--- src/rtl/div_unit_pkg.sv ---
// Shared constants, operation encodings and FSM states for the iterative divider.
package div_unit_pkg;

   localparam int XLEN   = 32;
   localparam int ADDR_W = 5;
   // Iteration counter runs 0..XLEN-1.
   localparam int CNT_W  = $clog2(XLEN);

   typedef enum logic [1:0] {
      OP_DIV  = 2'b00,
      OP_DIVU = 2'b01,
      OP_REM  = 2'b10,
      OP_REMU = 2'b11
   } op_t;

   typedef enum logic [1:0] {
      IDLE = 2'b00,
      RUN  = 2'b01,
      DONE = 2'b10
   } state_t;

endpackage

--- src/rtl/div_iter_core.sv ---
// Unsigned restoring divider datapath: one quotient bit per step, MSB first.
// The quotient register starts out holding the dividend and shifts its bits
// into the remainder while quotient bits shift in from the right.
module div_iter_core
   import div_unit_pkg::*;
(
   input  logic            clk,
   input  logic            reset,
   input  logic            load,
   input  logic            step,
   input  logic [XLEN-1:0] dividend,
   input  logic [XLEN-1:0] divisor,
   output logic            last_step,
   output logic [XLEN-1:0] quotient_next,
   output logic [XLEN-1:0] remainder_next
);

   logic [XLEN:0]      rem_q;
   logic [XLEN-1:0]    quo_q;
   logic [XLEN-1:0]    dsr_q;
   logic [CNT_W-1:0]   count;
   logic [XLEN:0]      rem_shift;
   logic [XLEN:0]      diff;
   logic [XLEN:0]      rem_step;
   logic [XLEN-1:0]    quo_step;

   // One restoring step: shift in next dividend bit, trial-subtract, keep if no borrow.
   always_comb begin
      rem_shift = (rem_q << 1) | {{XLEN{1'b0}}, quo_q[XLEN-1]};
      diff      = rem_shift - {1'b0, dsr_q};
      if (diff[XLEN]) begin
         rem_step = rem_shift;
         quo_step = {quo_q[XLEN-2:0], 1'b0};
      end else begin
         rem_step = diff;
         quo_step = {quo_q[XLEN-2:0], 1'b1};
      end
   end

   // Step results are exported combinationally so the final step can be captured directly.
   assign quotient_next  = quo_step;
   assign remainder_next = rem_step[XLEN-1:0];
   assign last_step      = (count == CNT_W'(XLEN - 1));

   // Datapath registers: load operands, then advance one step per enabled cycle.
   always_ff @(posedge clk or posedge reset) begin
      if (reset) begin
         rem_q <= '0;
         quo_q <= '0;
         dsr_q <= '0;
         count <= '0;
      end else if (load) begin
         rem_q <= '0;
         quo_q <= dividend;
         dsr_q <= divisor;
         count <= '0;
      end else if (step) begin
         rem_q <= rem_step;
         quo_q <= quo_step;
         count <= count + 1'b1;
      end
   end

endmodule

--- src/rtl/div_unit.sv ---
// RISC-V DIV/DIVU/REM/REMU unit: FSM, sign handling, fast paths and register-file write-back.
// Handshake: start is sampled only in IDLE; busy is high in RUN and DONE; done is a
// one-cycle pulse with wb_data/wb_addr valid; flush aborts any operation at the next edge.
module div_unit
   import div_unit_pkg::*;
(
   input  logic              clk,
   input  logic              reset,
   input  logic              start,
   input  logic              flush,
   input  logic [1:0]        op,
   input  logic [XLEN-1:0]   dividend,
   input  logic [XLEN-1:0]   divisor,
   input  logic [ADDR_W-1:0] rd_in,
   output logic              busy,
   output logic              done,
   output logic              wb_en,
   output logic [ADDR_W-1:0] wb_addr,
   output logic [XLEN-1:0]   wb_data
);

   state_t            state, state_next;
   logic              is_rem_q, q_neg_q, r_neg_q;
   logic [ADDR_W-1:0] rd_q;

   logic              op_signed, a_neg, b_neg, div_zero, overflow, fast_path;
   logic [XLEN-1:0]   a_mag, b_mag, fast_result, run_result, q_raw, r_raw;
   logic              load, step, last_step, from_idle;
   logic [ADDR_W-1:0] addr_src;

   div_iter_core u_core (
      .clk            (clk),
      .reset          (reset),
      .load           (load),
      .step           (step),
      .dividend       (a_mag),
      .divisor        (b_mag),
      .last_step      (last_step),
      .quotient_next  (q_raw),
      .remainder_next (r_raw)
   );

   // Operand decode: magnitudes, sign flags and the two single-cycle special cases.
   always_comb begin
      op_signed = (op == OP_DIV) || (op == OP_REM);
      a_neg     = op_signed && dividend[XLEN-1];
      b_neg     = op_signed && divisor[XLEN-1];
      a_mag     = a_neg ? (~dividend + 1'b1) : dividend;
      b_mag     = b_neg ? (~divisor + 1'b1) : divisor;
      div_zero  = (divisor == '0);
      overflow  = op_signed && (dividend == {1'b1, {(XLEN-1){1'b0}}}) && (divisor == '1);
      fast_path = div_zero || overflow;
      if (div_zero) begin
         fast_result = op[1] ? dividend : '1;
      end else begin
         fast_result = op[1] ? '0 : {1'b1, {(XLEN-1){1'b0}}};
      end
   end

   // Final sign fix-up: quotient negated on differing signs, remainder follows the dividend.
   always_comb begin
      if (is_rem_q) begin
         run_result = r_neg_q ? (~r_raw + 1'b1) : r_raw;
      end else begin
         run_result = q_neg_q ? (~q_raw + 1'b1) : q_raw;
      end
   end

   // Next-state and datapath controls; flush overrides everything.
   always_comb begin
      state_next = state;
      load       = 1'b0;
      step       = 1'b0;
      case (state)
         IDLE: begin
            if (start) begin
               load       = 1'b1;
               state_next = fast_path ? DONE : RUN;
            end
         end
         RUN: begin
            step = 1'b1;
            if (last_step) begin
               state_next = DONE;
            end
         end
         DONE:    state_next = IDLE;
         default: state_next = IDLE;
      endcase
      if (flush) begin
         state_next = IDLE;
         load       = 1'b0;
         step       = 1'b0;
      end
   end

   // Fast-path completions take address and data straight from the IDLE-cycle inputs.
   assign from_idle = (state == IDLE);
   assign addr_src  = from_idle ? rd_in : rd_q;

   // State register.
   always_ff @(posedge clk or posedge reset) begin
      if (reset) begin
         state <= IDLE;
      end else begin
         state <= state_next;
      end
   end

   // Operation attributes captured when a request is accepted.
   always_ff @(posedge clk or posedge reset) begin
      if (reset) begin
         is_rem_q <= 1'b0;
         q_neg_q  <= 1'b0;
         r_neg_q  <= 1'b0;
         rd_q     <= '0;
      end else if (load) begin
         is_rem_q <= op[1];
         q_neg_q  <= a_neg ^ b_neg;
         r_neg_q  <= a_neg;
         rd_q     <= rd_in;
      end
   end

   // Registered handshake and write-back outputs; wb_addr/wb_data change only on entry to DONE.
   always_ff @(posedge clk or posedge reset) begin
      if (reset) begin
         busy    <= 1'b0;
         done    <= 1'b0;
         wb_en   <= 1'b0;
         wb_addr <= '0;
         wb_data <= '0;
      end else begin
         busy  <= (state_next != IDLE);
         done  <= (state_next == DONE);
         wb_en <= 1'b0;
         if (state_next == DONE) begin
            wb_en   <= (addr_src != '0);
            wb_addr <= addr_src;
            wb_data <= from_idle ? fast_result : run_result;
         end
      end
   end

endmodule

--- config.mk ---
export PLATFORM = sky130hd
export DESIGN_NAME = div_unit
export DESIGN_NICKNAME = d
export VERILOG_FILES = /design/src/rtl/div_unit_pkg.sv /design/src/rtl/div_iter_core.sv /design/src/rtl/div_unit.sv
export SDC_FILE = /design/constraint.sdc
export NUM_CORES = 1
export LEC_CHECK = 0
export ABC_AREA = 1
export BUFFER_PORTS_ARGS = -buffer_cell sky130_fd_sc_hd__buf_2
export CORE_UTILIZATION = 60
export CTS_CLUSTER_SIZE = 24
export DETAILED_ROUTE_END_ITERATION = 8
export PLACE_DENSITY = 0.92
export SLEW_MARGIN = 20
export SYNTH_ARGS = -nofsm -noshare
export SYNTH_HDL_FRONTEND = slang
export SYNTH_SLANG_ARGS = --single-unit
--- constraint.sdc ---
create_clock -name clk -period 4.6 [get_ports clk]
set_input_delay 0 -clock clk [delete_from_list [all_inputs] [get_ports clk]]
set_output_delay 0 -clock clk [all_outputs]
set_load 0.005 [all_outputs]
### Word-level counts from Yosys, hierarchy flattened

Cells that the tools add are included.
Widths: inputs -> output; s select.

| storage, ports and cells | value |
|---|---|
| memory bits (writable) | 0 |
| register bits | 151 |
| bits in read-only memories | 0 |
| latch bits | 0 |
| word-level logic and storage cells | 73 |
| memories kept | 0 |

| cells by class | value |
|---|---|
| multiply operators | 0 |
| $lt $le $gt $ge | 0 |
| eq/ne operators | 6 |
| reduce and logical (&&, ||, !) cells | 12 |
| add/sub/neg operators | 6 |
| shift-type cells | 0 |
| div/mod/pow operators | 0 |
| bitwise gates (word level) | 6 |
| muxes and demuxes | 29 |

Operators with widths:

| kind | count |
|---|---|
| $mux 32 | 14 |
| $add 32x1->32 const B | 4 |
| $not 32->32 | 4 |
| $eq 32x32->1 const B | 2 |
| $or 33x1->33 | 1 |
| $sub 33x32->33 | 1 |
| $logic_not 32->1 | 1 |
| $mux 5 | 3 |
| $mux 2 | 4 |
| $mux 1 | 7 |
| $add 5x1->5 const B | 1 |
| $eq 5x5->1 const B | 1 |
| $reduce_bool 5->1 | 1 |
| $eq 2x2->1 const B | 2 |
| $logic_and 1x1->1 | 4 |
| $logic_not 2->1 | 2 |
| $pmux 2 s2 | 1 |
| $reduce_bool 2->1 | 2 |
| $eq 2x1->1 const B | 1 |
| $logic_or 1x1->1 | 2 |
| $xor 1x1->1 | 1 |

### Longest topological paths before layout

| logic depth | value |
|---|---|
| word-level depth | 11 |
| gate-level depth with buffers | 34 |
| depth with buffers taken out | 32 |

### Cells and area by module

A second synthesis with hierarchy kept.

| second synthesis, totals | value |
|---|---|
| cells, all modules | 2367 |
| area total of the unflattened synthesis | 14061.0 um^2 |

By module, submodules not included:

| module | instances | cells an instance | sequential area each (um^2) | area an instance (um^2) |
|---|---|---|---|---|
| div_iter_core | 1 | 1178 | 2527.4 | 7554.7 |
| div_unit | 1 | 1189 | 1251.2 | 6506.2 |

### Worst setup path before layout

Ideal clock, no wire load.

| path | value |
|---|---|
| kind | register -> register |
| from | reg u_core.dsr_q[0] |
| to | reg wb_data[26] |
| path buffers | 2 |
| arrival time | 3.924 ns |
| stages on the path, launching flop included | 34 |
| setup time | 0.116 ns |
| required time | 4.484 ns |
| slack | 0.559 ns |
| cells stage by stage | dfrtp_1 ha_1 fa_1 inv_1 nand2_1 nand2_1 nand3_1 nand2_2 nand2_1 nand2_2 nand2_4 nand2_4 nand2_4 nand2_4 buf_8 buf_6 ha_1 inv_1 nor3_2 inv_1 nor2_1 nand3_1 nor2_1 inv_1 nor2_1 nand2_1 nor2_1 nand2_1 nor4_1 o21ai_0 a31oi_1 nand2_1 nand2_1 nand2_1 |

| on the way | value |
|---|---|
| cells in the longest elaborated chain, start to end | 7 |
| elaborated cells between the ends (all ways) | 11 |
| classes of those cells | add/sub (3); mux (6); bitwise (2) |

RTL lines:

| item | line | text |
|---|---|---|
| from (decl) | div_iter_core.sv:20 | `logic [XLEN-1:0] dsr_q;` |
| from (signal assigned) | div_iter_core.sv:55 | `dsr_q <= divisor;` |
| $sub 33x32->33 (*) | div_iter_core.sv:30 | `diff = rem_shift - {1'b0, dsr_q};` |
| $mux 1 or $mux 32 (tied branches) | div_iter_core.sv:31 | `if (diff[XLEN]) begin` |
| $not 32->32 (on tied branches) | div_unit.sv:65, div_unit.sv:63 |  |
| $add 32x1->32 (on tied branches) | div_unit.sv:65, div_unit.sv:63 |  |
| $mux 32 (on tied branches) | div_unit.sv:65, div_unit.sv:63 |  |
| $mux 32 (*) | div_unit.sv:62 | `if (is_rem_q) begin` |
| $mux 32 (*) | div_unit.sv:140 | `wb_data <= from_idle ? fast_result : run_result;` |
| to (signal assigned) | div_unit.sv:140 |  |
| to (decl) | div_unit.sv:19 | `output logic [XLEN-1:0] wb_data` |

Mark *: on every way between the ends. The rest lies on a longest branch, timed or not.
A chain may end at the register's enable or synchronous reset.

### Worst setup path after layout

| path | value |
|---|---|
| from | reg u_core.quo_q[31] |
| to | reg wb_data[26] |

| on the way | value |
|---|---|
| cells in the longest elaborated chain, start to end | 8 |
| elaborated cells between the ends (all ways) | 12 |
| classes of those cells | add/sub (3); mux (6); bitwise (3) |

RTL lines:

| item | line | text |
|---|---|---|
| from (decl) | div_iter_core.sv:19 | `logic [XLEN-1:0] quo_q;` |
| from (signal assigned) | div_iter_core.sv:54 | `quo_q <= dividend;` |
| from (signal assigned) | div_iter_core.sv:59 | `quo_q <= quo_step;` |
| $or 33x1->33 (*) | div_iter_core.sv:29 | `rem_shift = (rem_q << 1) \| {{XLEN{1'b0}}, quo_q[XLEN-1]};` |
| $sub 33x32->33 | div_iter_core.sv:30 |  |
| $mux 1 or $mux 32 (tied branches) | div_iter_core.sv:31 |  |
| $not 32->32 (on tied branches) | div_unit.sv:65, div_unit.sv:63 |  |
| $add 32x1->32 (on tied branches) | div_unit.sv:65, div_unit.sv:63 |  |
| $mux 32 (on tied branches) | div_unit.sv:65, div_unit.sv:63 |  |
| $mux 32 (*) | div_unit.sv:62 |  |
| $mux 32 (*) | div_unit.sv:140 |  |

Marked as above.

==> metrics.cfg <==
[outcome]
status=completed

[worst_setup_path]
cp_slowest_cell=fa_1
r2r_cells=32
required_ps=4930
startpoint_type=flip-flop
cpMostUsedCell=nand2_1
cp-end-kind=flip-flop
worstReg2RegStart=u_core.quo_q[31]
r2r_end=wb_data[26]
max_stage_delay_ps=420
worstSetupPathType=flip-flop to flip-flop
cp_data_arrival_time_ps=4600
rrSetupSlack_ps=330
crit_start=u_core.quo_q[31]
crit_fanout=7

[worst_hold_path]
hp-start=dividend[18]
whs_endpoint=u_core.quo_q[18]
whs_path_depth=5
hp-class=primary input to flip-flop

[logic_synthesis]
synth_edf_count=0
synth_area_um2=13300
yosys-top-cells-area=dfrtp_1 28%, nand2_1 18%, inv_1 7.8%, o21ai_0 7.7%, nand3_1 5.9%
seq_area_frac_synth_pct=28.4
ys_warn_count=0
synth-seq-cells=151
syn_avg_cell_area_um2=6.23
synth_common_cells=655 x nand2_1, 276 x inv_1, 204 x o21ai_0
synth_most_common_cell=nand2_1
yosys.area.top_type=dfrtp_1
synth_cell_types=55
yosys_most_used_dff=dfrtp_1
syn_nets=2251
async_reset_ff_share_pct=100
synth.top_cell.area_share_pct=28.4
syn_inst=2136

[placement]
routabilityCongestion=0.991
numPortBuffers=114
hpwl_mm=34.6

[clock_network]
clock_latency_ps=440
post_cts_buffers=0
clockBufferDepth=2
numCtsBuffers=17
clk_transition_reported_paths_ps=70
clock-sinks=151
cts-root-buf=clkbuf_16
cts_tree=built
htreeDepth=4

[global_routing]
grt_pass1_vias=14200
grt-ovfl-total=0
grt_pass1_wl_mm=74.8
grt_use_total_pct=43.0
grt_antenna_before_repair=2
grt_max_degree=104

[power_and_ir_drop]
leakagePower_uw=0.00785
power_frac_comb_pct=67.4
intPower_uw=4500
clkPwrFrac_pct=14.7
p_sw_uw=5770
p_seq_share_pct=17.9
sw_frac_of_total_pct=56.2
vdd_drop_max_mv=0.604
power_density_nw_per_um2=679

[floorplanning]
rows=54
die_area_um2=22800
dieWidth_um=151
io_pins=115
start_util_pct=61.2
core_um2=21800
die_h_um=151

[layout]
fillerInstances=1824
nets=2377
area.sequential_um2=3780
syn_to_final_growth_pct=13.7
antenna_cells=0
drive_above_1_share_pct=11.4
post-route-util_pct=69.6
multi_input_area_um2=8140

[timing]
fin_worst_skew_ps=12.5
fmax_mhz=234
fin_setup_tns_ps=0
period_share_pct=92.9
grt_setup_unrepaired=no
period_needed_ps=4270
relSlewSlack_pct=25.3
worst_pin_slew_ps=1120
final-setup-viol-count=0
final-hold-violation-count=0
drv_slew=0

[routing]
wl_per_cell_um=18.8
drt-initial-drc-count=2232
drcViolationCount=0
wirelength_mm=48.1
dr_total_vias=15500
via_per_inst=6.07
antenna_left=0
dr.pass1.iters=7

[job]
maxCapViolations=0

==> final cells by class <==
cell class                      instances  area share [%]
Timing Repair Buffer                  178            7.74
Clock buffer                           19            2.86
Tap cell                              280            2.32
Multi-Input combinational cell       1624            53.8
Clock inverter                         13            1.13
Sequential cell                       151            25.0
Inverter                              290            7.23
==> critical path, delay by kind of cell, from the launching register on <==
| family | cells | cell delay (ps) |
|---|---|---|
| AND/OR/NAND/NOR | 22 | 2280 |
| adder cells (fa/ha/maj) | 3 | 780 |
| buffers and inverters | 5 | 440 |
| flip-flops | 1 | 350 |
| AO/OA/AOI/OAI | 2 | 290 |
==> worst max-delay path by stage <==
stage                              to  slack [ps]
after floorplan                  busy         540
after global placement    wb_data[26]         350
after detailed placement  wb_data[26]         200
after CTS                 wb_data[26]         150
after global routing      wb_data[26]           5
final                     wb_data[26]         330
==> routing by layer <==
| layer | global-route usage (%) | wire length, um |
|---|---|---|
| met1 | 59.2 | 19300 |
| met2 | 64.3 | 20700 |
| met3 | 9.70 | 5860 |
| met4 | 19.0 | 2250 |
| met5 | 0 | 12 |
==> kinds of logic after synthesis <==
| logic type | Yosys count | share of synthesized area (%) |
|---|---|---|
| XOR/XNOR | 70 | 4.61 |
| multiplexers | 1 | 0.0752 |
| AND/OR/NAND/NOR | 1169 | 38.3 |
| buffers and inverters | 361 | 10.8 |
| adder cells (fa/ha/maj) | 40 | 3.82 |
| AO/OA/AOI/OAI | 344 | 14.1 |
| flip-flops | 151 | 28.4 |
==> placed cells by master (no fill, tap or decap), drive strengths merged, types with 10 or more instances in the layout <==
master | Yosys | final
o22ai | 16 | 16
dfrtp | 151 | 151
dlygate4sd3 | 0 | 48
inv | 286 | 291
buf | 21 | 130
xnor2 | 13 | 13
a21oi | 63 | 63
o21ai | 229 | 229
nand2 | 697 | 697
nor2 | 209 | 209
nor4 | 10 | 10
ha | 39 | 39
nand4 | 32 | 32
clkbuf | 50 | 19
xor2 | 57 | 57
nor3 | 36 | 36
a31oi | 11 | 11
nand3 | 164 | 164
==> power by group through the flow <==
stage	logic, uW	clock network (uW)	registers, uW
3_3_place_gp	6500	0	1820
2_1_floorplan	5100	0	1750
4_1_cts	6680	1490	1820
3_5_place_dp	6590	0	1840
5_1_grt	7610	1540	1850
6_report	6930	1510	1840
==> state kept, by name, summed over array words and instances, names as in the netlist, 2 cells and up <==
register and count:
u_core.rem_q 32, u_core.count 5, wb_data 32, rd_q 5, u_core.dsr_q 32, state 2
wb_addr 5, u_core.quo_q 32
==> repair_timing <==
item                                    4_1_cts  5_1_grt
endpoints found under the setup margin        0        3
hold endpoints to repair                    155        0
gates resized for setup                       0        7
hold buffers                                 48        0
==> stage by stage <==
step                worst slack, ps  instances  power, uW  instance area, um^2  hold slack (ps)
global route                   5.04       2555      11000                15100             25.7
finish                          329       2555      10300                15100             5.87
detailed placement              196       2475       8430                14000              266
global placement                349       2475       8330                14000              243
CTS                             146       2555       9990                15100             1.60
floorplan                       535       2136       6850                13300             63.1
Note: power is estimated with default switching activity, not from simulation.
